===== src/rtl/iter_cs_pkg.sv =====
// Shared types and helpers for the iterative carry-select adder.
// State encoding and counter-width helper used by iter_cs_adder.
package iter_cs_pkg;

  typedef enum logic [1:0] {
    IDLE = 2'd0,
    RUN  = 2'd1,
    DONE = 2'd2
  } state_t;

  // Width of the chunk index counter; never narrower than one bit.
  function automatic int idx_width(input int n);
    return (n > 1) ? $clog2(n) : 1;
  endfunction

endpackage


===== src/rtl/cs_chunk_add.sv =====
// Combinational CHUNK-bit carry-select adder cell: two ripple chains
// (carry-in 0 and 1) computed in parallel, the real carry picks one.
module cs_chunk_add #(
  parameter int CHUNK = 2
) (
  input  logic [CHUNK-1:0] x,
  input  logic [CHUNK-1:0] y,
  input  logic             ci,
  output logic [CHUNK-1:0] s,
  output logic             co
);

  logic [CHUNK:0]   c0;
  logic [CHUNK:0]   c1;
  logic [CHUNK-1:0] s0;
  logic [CHUNK-1:0] s1;

  assign c0[0] = 1'b0;
  assign c1[0] = 1'b1;

  for (genvar gi = 0; gi < CHUNK; gi++) begin : g_bit
    assign s0[gi]    = x[gi] ^ y[gi] ^ c0[gi];
    assign c0[gi+1]  = (x[gi] & y[gi]) | (c0[gi] & (x[gi] ^ y[gi]));
    assign s1[gi]    = x[gi] ^ y[gi] ^ c1[gi];
    assign c1[gi+1]  = (x[gi] & y[gi]) | (c1[gi] & (x[gi] ^ y[gi]));
  end

  assign s  = ci ? s1 : s0;
  assign co = ci ? c1[CHUNK] : c0[CHUNK];

endmodule


===== src/rtl/iter_cs_adder.sv =====
// Multi-cycle WIDTH-bit adder, CHUNK bits per clock, start/busy/done handshake.
// Define ITER_CS_OVF_EN to add the signed-overflow output ovf.
module iter_cs_adder
  import iter_cs_pkg::*;
#(
  parameter int WIDTH = 8,
  parameter int CHUNK = 2
) (
  input  logic             clk,
  input  logic             rst_n,
  input  logic             start,
  input  logic [WIDTH-1:0] a,
  input  logic [WIDTH-1:0] b,
  input  logic             cin,
  output logic             busy,
  output logic             done,
  output logic [WIDTH-1:0] sum,
  output logic             cout
`ifdef ITER_CS_OVF_EN
  ,
  output logic             ovf
`endif
);

  localparam int N    = WIDTH / CHUNK;
  localparam int IDXW = idx_width(N);
  localparam int MSB  = WIDTH - 1;
  localparam logic [IDXW-1:0] LAST = IDXW'(N - 1);

  if ((WIDTH % CHUNK) != 0 || N < 1) begin : g_bad_cfg
    $error("iter_cs_adder: WIDTH must be a non-zero multiple of CHUNK");
  end

  state_t            state_reg;
  logic [WIDTH-1:0]  opa_reg;
  logic [WIDTH-1:0]  opb_reg;
  logic              carry_reg;
  logic [IDXW-1:0]   idx_reg;

  logic [CHUNK-1:0]  chunk_s;
  logic              chunk_co;

  cs_chunk_add #(
    .CHUNK(CHUNK)
  ) u_chunk (
    .x  (opa_reg[int'(idx_reg)*CHUNK +: CHUNK]),
    .y  (opb_reg[int'(idx_reg)*CHUNK +: CHUNK]),
    .ci (carry_reg),
    .s  (chunk_s),
    .co (chunk_co)
  );

  always_ff @(posedge clk or negedge rst_n) begin
    if (!rst_n) begin
      state_reg <= IDLE;
      opa_reg   <= '0;
      opb_reg   <= '0;
      carry_reg <= 1'b0;
      idx_reg   <= '0;
      busy      <= 1'b0;
      done      <= 1'b0;
      sum       <= '0;
      cout      <= 1'b0;
`ifdef ITER_CS_OVF_EN
      ovf       <= 1'b0;
`endif
    end else begin
      done <= 1'b0;
      case (state_reg)
        IDLE: begin
          if (start) begin
            opa_reg   <= a;
            opb_reg   <= b;
            carry_reg <= cin;
            idx_reg   <= '0;
            sum       <= '0;
            cout      <= 1'b0;
`ifdef ITER_CS_OVF_EN
            ovf       <= 1'b0;
`endif
            busy      <= 1'b1;
            state_reg <= RUN;
          end
        end
        RUN: begin
          sum[int'(idx_reg)*CHUNK +: CHUNK] <= chunk_s;
          carry_reg <= chunk_co;
          idx_reg   <= idx_reg + 1'b1;
          if (idx_reg == LAST) begin
            // Final chunk: publish carry-out and raise the one-cycle done pulse.
            idx_reg   <= '0;
            cout      <= chunk_co;
            done      <= 1'b1;
`ifdef ITER_CS_OVF_EN
            ovf       <= (opa_reg[MSB] == opb_reg[MSB]) &&
                         (chunk_s[CHUNK-1] != opa_reg[MSB]);
`endif
            state_reg <= DONE;
          end
        end
        DONE: begin
          busy      <= 1'b0;
          state_reg <= IDLE;
        end
        default: begin
          busy      <= 1'b0;
          state_reg <= IDLE;
        end
      endcase
    end
  end

endmodule


===== config.mk =====
export PLATFORM = sky130hd
export DESIGN_NAME = iter_cs_adder
export DESIGN_NICKNAME = d
export VERILOG_FILES = /design/src/rtl/iter_cs_pkg.sv /design/src/rtl/cs_chunk_add.sv /design/src/rtl/iter_cs_adder.sv
export SDC_FILE = /design/constraint.sdc
export NUM_CORES = 1
export LEC_CHECK = 0
export ABC_AREA = 1
export BUFFER_PORTS_ARGS = -buffer_cell sky130_fd_sc_hd__buf_2
export CAP_MARGIN = 30
export CORE_MARGIN = 4
export CORE_UTILIZATION = 48
export CTS_CLUSTER_SIZE = 30
export DETAILED_ROUTE_END_ITERATION = 12
export PLACE_DENSITY = 0.74
export SLEW_MARGIN = 20
export SYNTH_ARGS = -nofsm -noshare
export SYNTH_HDL_FRONTEND = slang
export SYNTH_SLANG_ARGS = --single-unit

===== constraint.sdc =====
create_clock -name clk -period 2.2 [get_ports clk]
set_clock_uncertainty 0.2 [all_clocks]
set_input_delay 0.22 -clock clk [delete_from_list [all_inputs] [get_ports clk]]
set_output_delay 0.22 -clock clk [all_outputs]
set_load 0.02 [all_outputs]

==> reports/qor.yml, run 1 <==
cts:
  cts_made_buffers: 5
  post_cts_buffers: 0
  cts_max_path_buffers: 2
  clkSlewWorstSetupHoldPaths_ns: 0.10
  clock_sinks: 32
  cts.htree.levels: 2
  clock_latency_ns: 0.34
  cts_tree: "built"
  clockRootBuffer: "clkbuf_4"
global_route:
  grt_start_max_net_pins: 33
  grt_pass1_vias: 1342
  grt.overflow.total: 0
  antenna_found_initial: 0
  gr-usage-all-layers: 0.184
  grt_pass1_wl_microns: 5890
worst_setup_path:
  crit_end: "sum[3]$_DFFE_PN0P_"
  timing.rr.start: "idx_reg[0]$_DFFE_PN0P_"
  rr_endpoint: "sum[3]$_DFFE_PN0P_"
  arrival_ns: 2.17
  worstPathMaxFanout: 5
  critPathLaunch: "idx_reg[0]$_DFFE_PN0P_"
  end_kind: "flip-flop"
  timing.reg2reg.setup_slack_ns: 0.06
  reg2reg_depth: 12
  path_class: "flip-flop to flip-flop"
  start_kind: "flip-flop"
  required_ns: 2.24
timing:
  clock.fmax_ghz: 0.468
  finalCriticalPeriod_ns: 2.14
  setup_ws_ns: 0.0620
  rsz0062_at_grt: "yes"
  setup_viol: 0
  slew_violations: 0
  final-hold-violation-count: 0
  whs_ns: 0.0841
  tightest_slew_ns: 0.708
  fin_crit_sh: 0.972
  tns_ns: 0
  relSlewSlack: 0.528
floorplanning:
  die_h_microns: 64.9
  ios: 31
  die_area_sq_um: 4210
  coreArea_sq_um: 3080
  initial_core_util: 0.505
  die_w_microns: 64.9
  rows: 20
synthesis:
  yosys-top-cells-count: "80 x nand2_1, 32 x dfrtp_1, 14 x inv_1"
  synth_edf_count: 0
  syn_nets: 215
  seq_area_frac_synth: 0.515
  synth_cells: 188
  yosys_warnings: 0
  ys_types: 19
  yosys-top-cells-area: "dfrtp_1 52%, nand2_1 19%, ha_1 4.8%, inv_1 3.4%, nand3_1 3.2%"
  synth_ff_type: "dfrtp_1"
  ys_ff_latch: 32
  yosys.cell_count.top_type: "nand2_1"
  synth.top_cell.area_share: 0.515
  avgSynthCellArea_sq_um: 8.27
  synth_top_cell_by_area: "dfrtp_1"
  async_flop_share: 1.00
  syn_area_sq_um: 1550
finish:
  filler_cell_count: 247
  num_antenna_cells: 0
  final_nets: 272
  multi_input_area_sq_um: 669
  area_growth_pct: 32.8
  layout-drive-gt1-share: 0.256
  final_area_sq_um: 2060
  seqCellArea_sq_um: 802
detailed_routing:
  wl_per_cell_microns: 11.6
  first_pass_iters: 4
  routed.top_layer: "met4"
  drt_iter0_markers: 54
  drcViolationCount: 0
  wl_met3_microns: 145
  viasPerCell: 4.65
  vias: 1349
  wl_met2_microns: 1580
  routed_wl_microns: 3370
  final_antenna_net_count: 0
  m1WireLength_microns: 1570
hold_path:
  min_path_type: "input pin to flip-flop"
  min_from: "start"
outcome:
  run_status: "completed"
power_and_ir_drop:
  p_total_mw: 2.92
  cellPowerDensity_nw_per_um2: 1420
  vdd_drop_max_uv: 677
  power_leakage_nw: 1.13
run:
  maxCapViolCount: 0
place:
  io_buffers: 30
  detailedPlace.worstSlack_ns: 0.0407
  gp_congestion: 0.874
  placed_area_sq_um: 1770
  dp_hpwl_microns: 2220
## stage by stage
stage                     utilization  std cells
after floorplan                     -        188
after global placement          0.576        263
after detailed placement        0.576        263
after CTS                       0.660        289
after global routing            0.670        290
final                           0.670        290
## where the power goes
group | switching [mW] | total, mW | internal (mW)
logic | 0.952 | 1.51 | 0.562
clock network | 0.204 | 0.442 | 0.238
registers | 0.138 | 0.968 | 0.830
## layer usage
metal | vias up | track usage
li1 | 704 | -
met1 | 609 | 0.236
met2 | 28 | 0.290
met3 | 8 | 0.0433
met4 | 0 | 0.0950
met5 | - | 0
## worst min path at each step
stage	end	cells past startpoint	slack, ns
final	carry_reg$_DFFE_PN0P_	4	0.08
after floorplan	busy$_DFFE_PN0P_	0	-0.28
after CTS	carry_reg$_DFFE_PN0P_	4	0.08
after global placement	sum[6]$_DFFE_PN0P_	1	0.10
after global routing	carry_reg$_DFFE_PN0P_	4	0.1
after detailed placement	sum[7]$_DFFE_PN0P_	1	0.11
## worst max-delay path, stage by stage (launching register included)
cell      delay [ns]
dfrtp_2         0.43
clkinv_4        0.09
nand2_1         0.08
o211ai_2        0.08
nand2_2         0.11
inv_2           0.04
ha_1            0.19
o21ai_2         0.12
fa_1            0.43
nand2_1         0.10
inv_2           0.04
nand2_2         0.06
o21ai_1         0.06
## logic make-up (layout without fill, tap and decap cells)
| logic type | after synthesis | in the layout | share of synthesized area |
|---|---|---|---|
| AND/OR/NAND/NOR | 101 | 101 | 0.262 |
| AO/OA/AOI/OAI | 23 | 23 | 0.0918 |
| buffers and inverters | 25 | 83 | 0.0700 |
| flip-flops | 32 | 32 | 0.515 |
| adder cells (fa/ha/maj) | 7 | 7 | 0.0612 |
## final cells by class
| cell class | count | share of cell area |
|---|---|---|
| timing repair inverter | 1 | 0.00243 |
| clock buffer | 6 | 0.0200 |
| multi-input combinational | 131 | 0.324 |
| inverter | 20 | 0.0388 |
| timing repair buffer | 54 | 0.182 |
| tap | 44 | 0.0267 |
| clock inverter | 2 | 0.0170 |
| sequential | 32 | 0.389 |
## cell usage in the layout, fill, tap and decap left out, drive strengths merged, types with 2 or more instances in the layout
master,synthesis,routed
nand2,82,82
buf,5,36
dfrtp,32,32
inv,20,19
dlygate4sd3,0,18
o21ai,17,17
nand3,10,10
nor2,8,8
ha,6,6
clkbuf,0,6
o211ai,4,4
clkinv,0,3
o22ai,2,2
## repair_timing
item                                    in CTS  in global routing
resized for setup                            0                  8
hold buffers                                18                  0
endpoints found under the hold margin       49                  0
endpoints found under the setup margin       0                  3
Power figures use the tool's default switching activity.
==> run 2: changes to the inputs <==
--- a/config.mk
+++ b/config.mk
@@ -8,10 +8,11 @@
 export ABC_AREA = 1
 export BUFFER_PORTS_ARGS = -buffer_cell sky130_fd_sc_hd__buf_2
 export CAP_MARGIN = 30
-export CORE_MARGIN = 4
+export CORE_MARGIN = 2
 export CORE_UTILIZATION = 48
 export CTS_CLUSTER_SIZE = 30
 export DETAILED_ROUTE_END_ITERATION = 12
+export GPL_TIMING_DRIVEN = 0
 export PLACE_DENSITY = 0.74
 export SLEW_MARGIN = 20
 export SYNTH_ARGS = -nofsm -noshare
==> reports/qor.yml, run 2 (synthesized netlist as in run 1, its figures left out) <==
worst_setup_path:
  start_kind: "flip-flop"  # unchanged
  worstPathMaxFanout: 7  # was 5
  crit_end: "sum[3]$_DFFE_PN0P_"  # unchanged
  end_kind: "flip-flop"  # unchanged
  timing.rr.start: "idx_reg[0]$_DFFE_PN0P_"  # unchanged
  timing.reg2reg.setup_slack_ns: -0.03  # was 0.06 ns
  arrival_ns: 2.29  # was 2.17 ns
  critPathLaunch: "idx_reg[0]$_DFFE_PN0P_"  # unchanged
  required_ns: 2.26  # was 2.24 ns
  reg2reg_depth: 12  # unchanged
  rr_endpoint: "sum[3]$_DFFE_PN0P_"  # unchanged
  path_class: "flip-flop to flip-flop"  # unchanged
detailed_routing:
  wl_per_cell_microns: 11.0  # was 11.6 microns
  final_antenna_net_count: 0  # unchanged
  viasPerCell: 4.74  # was 4.65
  routed_wl_microns: 3190  # was 3370 microns
  first_pass_iters: 4  # unchanged
  drt_iter0_markers: 51  # was 54
  drcViolationCount: 0  # unchanged
  vias: 1380  # was 1,349
finish:
  layout_common_cells: "77 x nand2_1, 33 x buf_2, 30 x dfrtp_1, 18 x dlygate4sd3_1, 12 x inv_1"  # was 78 x nand2_1, 31 x dfrtp_1, 30 x buf_2, 18 x dlygate4sd3_1, 13 x inv_1
  area_growth_pct: 33.4  # was 32.8%
  num_antenna_cells: 0  # unchanged
  final_common_cell: "nand2_1"  # unchanged
  final_area_sq_um: 2070  # was 2060 sq um
  final_nets: 275  # was 272
  layout-drive-gt1-share: 0.279  # was 0.256
floorplanning:
  initial_core_util: 0.505  # unchanged
  rows: 20  # unchanged
  ios: 31  # unchanged
  coreArea_sq_um: 3080  # unchanged
  die_h_microns: 60.9  # was 64.9 microns
  die_area_sq_um: 3710  # was 4210 sq um
  die_w_microns: 60.9  # was 64.9 microns
cts:
  cts.htree.levels: 2  # unchanged
  clkSlewWorstSetupHoldPaths_ns: 0.09  # was 0.10 ns
  clockRootBuffer: "clkbuf_4"  # unchanged
  cts_max_path_buffers: 2  # unchanged
  cts_tree: "built"  # unchanged
  clock_sinks: 32  # unchanged
  clock_latency_ns: 0.33  # was 0.34 ns
  cts_made_buffers: 5  # unchanged
timing:
  fin_crit_sh: 1.01  # was 0.972
  tightest_slew_ns: 0.686  # was 0.708 ns
  relSlewSlack: 0.543  # was 0.528
  final-hold-violation-count: 0  # unchanged
  finalCriticalPeriod_ns: 2.23  # was 2.14 ns
  rsz0062_at_grt: "yes"  # unchanged
  setup_ws_ns: -0.0298  # was 0.0620 ns
  whs_ns: 0.0809  # was 0.0841 ns
  clock.fmax_ghz: 0.448  # was 0.468 GHz
  slew_violations: 0  # unchanged
  setup_viol: 3  # was 0
global_route:
  grt_start_max_net_pins: 33  # unchanged
  antenna_found_initial: 0  # unchanged
  grt_pass1_wl_microns: 5230  # was 5890 microns
  grt.overflow.total: 0  # unchanged
  gr-usage-all-layers: 0.199  # was 0.184
  grt_pass1_vias: 1246  # was 1,342
place:
  gp_congestion: 0.837  # was 0.874
  dp_hpwl_microns: 2130  # was 2220 microns
  io_buffers: 30  # unchanged
  placed_area_sq_um: 1760  # was 1770 sq um
  detailedPlace.worstSlack_ns: -0.193  # was 0.0407 ns
power_and_ir_drop:
  cellPowerDensity_nw_per_um2: 1440  # was 1420 nW/um^2
  power_leakage_nw: 1.13  # about the same
  p_total_mw: 2.98  # was 2.92 mW
  vdd_drop_max_uv: 691  # was 677 uV
outcome:
  run_status: "complete, but fails checks"  # was completed
  violations: "negative setup slack"
hold_path:
  hold_depth: 4  # unchanged
  min_path_type: "input pin to flip-flop"  # unchanged
  min_from: "start"  # unchanged
run:
  maxCapViolCount: 0  # unchanged
run 2: area by class of cell:
class | instances | area (sq um)
clock buffer | 6 | 41.3
inverter | 20 | 80.1
fill | 241 | 1000
multi-input combinational | 131 | 688
sequential | 32 | 803
buffer | 5 | 37.5
tap | 44 | 55.1
timing repair buffer | 53 | 368
run 2: worst min-delay path by stage:
stage                              to
6_report       idx_reg[0]$_DFFE_PN0P_
5_1_grt         carry_reg$_DFFE_PN0P_
4_1_cts        idx_reg[0]$_DFFE_PN0P_
3_5_place_dp       sum[6]$_DFFE_PN0P_
3_3_place_gp       sum[7]$_DFFE_PN0P_
2_1_floorplan        busy$_DFFE_PN0P_
run 2: power by group:
group / total [mW] / leakage [nW] / switching (mW) / internal [mW]
Sequential: 0.978 / 0.405 / 0.146 / 0.832
Clock: 0.288 / 0.0242 / 0.175 / 0.113
Combinational: 1.71 / 0.699 / 1.02 / 0.693
Total: 2.98 / 1.13 / 1.34 / 1.64
run 2: per-stage QoR:
stage	utilization	TNS, ns	instances
6_report	0.674	-0.0518	291
5_1_grt	0.674	-0.400	291
4_1_cts	0.662	-0.123	291
3_5_place_dp	0.573	-0.528	262
3_3_place_gp	0.573	-0.399	262
2_1_floorplan	-	0	188
run 2: worst max-delay path, cell delays in order (launching register included):
cell	delay, ns
dfrtp_2	0.41
inv_4	0.06
buf_8	0.13
o211ai_2	0.16
nand2_2	0.10
ha_4	0.17
nand2_2	0.06
o21ai_2	0.05
fa_1	0.51
nand2_1	0.07
inv_2	0.07
nand2_2	0.06
o21ai_2	0.11
run 2: repair_timing:
item / CTS / global route
buffers inserted: 5 / 0
endpoints found under the setup margin: 5 / 5
hold buffers: 18 / 0
resized for setup: 7 / 8
pin swaps: 4 / 4
hold endpoints to repair: 49 / 0
run 2: layer usage:
metal,GRT usage,share of wire,vias to the layer above,wire (microns)
met5,0,0,-,0
met4,0.0745,0.013,0,41
met3,0.0768,0.044,6,140
met2,0.327,0.48,33,1510
met1,0.237,0.47,630,1490
li1,-,-,711,-
==> run 3: changes to the inputs <==
--- a/config.mk
+++ b/config.mk
@@ -13,7 +13,7 @@
 export CTS_CLUSTER_SIZE = 30
 export DETAILED_ROUTE_END_ITERATION = 12
 export GPL_TIMING_DRIVEN = 0
-export PLACE_DENSITY = 0.74
+export PLACE_DENSITY = 0.84
 export SLEW_MARGIN = 20
 export SYNTH_ARGS = -nofsm -noshare
 export SYNTH_HDL_FRONTEND = slang
==> reports/qor.yml, run 3 (synthesized netlist as in run 1, its figures left out) <==
finish:
  area_growth_pct: 34.2  # was 33.4%
  filler_cell_count: 262  # was 241
  num_antenna_cells: 0  # unchanged
  layout_common_cells: "77 x nand2_1, 33 x buf_2, 30 x dfrtp_1, 17 x dlygate4sd3_1, 12 x inv_1"  # was 77 x nand2_1, 33 x buf_2, 30 x dfrtp_1, 18 x dlygate4sd3_1, 12 x inv_1
  final_common_cell: "nand2_1"  # unchanged
  seqCellArea_sq_um: 803  # unchanged
  multi_input_area_sq_um: 678  # was 688 sq um
  final_nets: 276  # was 275
  post-route-util: 0.678  # was 0.674
  layout-drive-gt1-share: 0.288  # was 0.279
detailed_routing:
  wl_per_cell_microns: 11.5  # was 11.0 microns
  drcViolationCount: 0  # unchanged
  final_antenna_net_count: 0  # unchanged
  viasPerCell: 4.79  # was 4.74
  drt_iter0_markers: 42  # was 51
  first_pass_iters: 4  # unchanged
  routed_wl_microns: 3370  # was 3190 microns
  vias: 1409  # was 1,380
cts:
  cts_made_buffers: 5  # unchanged
  cts_tree: "built"  # unchanged
  clkSlewWorstSetupHoldPaths_ns: 0.09  # about the same
  clockRootBuffer: "clkbuf_4"  # unchanged
  clock_sinks: 32  # unchanged
  cts.htree.levels: 2  # unchanged
  cts_max_path_buffers: 2  # unchanged
  clock_latency_ns: 0.33  # about the same
global_route:
  grt_pass1_vias: 1407  # was 1,246
  grt_util_met2: 0.363  # was 0.327
  busiest_layer: "met2"  # unchanged
  grt_start_max_net_pins: 33  # unchanged
  grt.overflow.total: 0  # unchanged
  met1_usage: 0.263  # was 0.237
  grt_pass1_wl_microns: 5810  # was 5230 microns
  use_met3: 0.0725  # was 0.0768
  antenna_found_initial: 0  # unchanged
  gr-usage-all-layers: 0.222  # was 0.199
timing:
  tightest_slew_ns: 0.684  # was 0.686 ns
  setup_ws_ns: -0.0904  # was -0.0298 ns
  fin_crit_sh: 1.04  # was 1.01
  rsz0062_at_grt: "yes"  # unchanged
  relSlewSlack: 0.544  # was 0.543
  slew_violations: 0  # unchanged
  final-hold-violation-count: 0  # unchanged
  setup_viol: 2  # was 3
  clock.fmax_ghz: 0.437  # was 0.448 GHz
  finalCriticalPeriod_ns: 2.29  # was 2.23 ns
power_and_ir_drop:
  vdd_drop_max_uv: 690  # was 691 uV
  p_total_mw: 3.07  # was 2.98 mW
  power_leakage_nw: 1.14  # was 1.13 nW
  cellPowerDensity_nw_per_um2: 1470  # was 1440 nW/um^2
worst_setup_path:
  end_kind: "flip-flop"  # unchanged
  timing.reg2reg.setup_slack_ns: -0.09  # was -0.03 ns
  worstPathMaxFanout: 7  # unchanged
  arrival_ns: 2.36  # was 2.29 ns
  crit_path_frequent_cell: "nand2_2"  # unchanged
  start_kind: "flip-flop"  # unchanged
  required_ns: 2.27  # was 2.26 ns
  path_cells: "inv_4 > buf_8 > o211ai_2 > nand2_2 > ha_2 > nand2_2 > o21ai_2 > fa_1 > nand2_1 > inv_2 > nand2_2 > o21ai_2"  # was inv_4 > buf_8 > o211ai_2 > nand2_2 > ha_4 > nand2_2 > o21ai_2 > fa_1 > nand2_1 > inv_2 > nand2_2 > o21ai_2
  slowest_delay_ns: 0.57  # was 0.51 ns
  slowest_stage: "fa_1"  # unchanged
  path_class: "flip-flop to flip-flop"  # unchanged
place:
  dp_hpwl_microns: 2120  # was 2130 microns
  io_buffers: 30  # unchanged
  gp_congestion: 0.829  # was 0.837
  detailedPlace.worstSlack_ns: -0.190  # was -0.193 ns
floorplanning:
  rows: 20  # unchanged
  die_w_microns: 60.9  # unchanged
  die_area_sq_um: 3710  # unchanged
  initial_core_util: 0.505  # unchanged
  coreArea_sq_um: 3080  # unchanged
  ios: 31  # unchanged
  die_h_microns: 60.9  # unchanged
run:
  maxCapViolCount: 0  # unchanged
outcome:
  run_status: "complete, but fails checks"  # unchanged
  violations: "negative setup slack"  # unchanged
hold_path:
  min_path_type: "input pin to flip-flop"  # unchanged
-- run 3: worst paths after layout --
check	from	endpoint	cells after the start
max reg2reg	idx_reg[0]$_DFFE_PN0P_	sum[3]$_DFFE_PN0P_	12
min	cin	carry_reg$_DFFE_PN0P_	5
min reg2reg	busy$_DFFE_PN0P_	busy$_DFFE_PN0P_	2
max	idx_reg[0]$_DFFE_PN0P_	sum[3]$_DFFE_PN0P_	12
min in group asynchronous	rst_n	state_reg[1]$_DFFE_PN0P_	2
max in group asynchronous	rst_n	idx_reg[1]$_DFFE_PN0P_	2
-- run 3: final cells by class --
class / instances / share of cell area
Tap cell: 44 / 0.0264
Buffer: 5 / 0.0180
Clock buffer: 8 / 0.0282
Multi-Input combinational cell: 131 / 0.325
Inverter: 20 / 0.0384
Sequential cell: 32 / 0.385
Timing Repair Buffer: 54 / 0.179
-- run 3: through the flow --
step                      area [sq um]  hold WS [ns]  TNS, ns  cells
after detailed placement          1760         0.101   -0.582    262
after CTS                         2060       0.00721  -0.0759    292
after global routing              2090        0.0868   -0.707    294
final                             2090        0.0492   -0.167    294
after global placement            1760        0.0959   -0.502    262
after floorplan                   1560        -0.276        0    188
-- run 3: worst max-delay path: cells and delay by family (launching register included) --
| family | cells | cell delay, ns |
|---|---|---|
| AOI/OAI and AO/OA | 3 | 0.31 |
| adders and majority gates | 2 | 0.76 |
| buffers and inverters | 3 | 0.27 |
| DFF | 1 | 0.42 |
| and+or+nand+nor | 4 | 0.29 |
-- run 3: report_power, final --
part	internal [mW]	switching, mW	total [mW]
logic	0.712	1.04	1.75
clock network	0.158	0.193	0.350
registers	0.831	0.141	0.972
total	1.70	1.37	3.07
-- run 3: what timing repair did --
item                                   4_1_cts  5_1_grt
setup buffers                                5        2
resized for setup                           10        4
setup endpoints to repair                    5        5
pin swaps                                    7        4
gates cloned                                 0        0
hold buffers                                17        0
endpoints found under the hold margin       48        0
-- run 3: layer usage --
metal / up-vias / wire length (microns)
met5: - / 0
met4: 0 / 80
met3: 9 / 159
met2: 39 / 1640
met1: 651 / 1500
li1: 710 / -
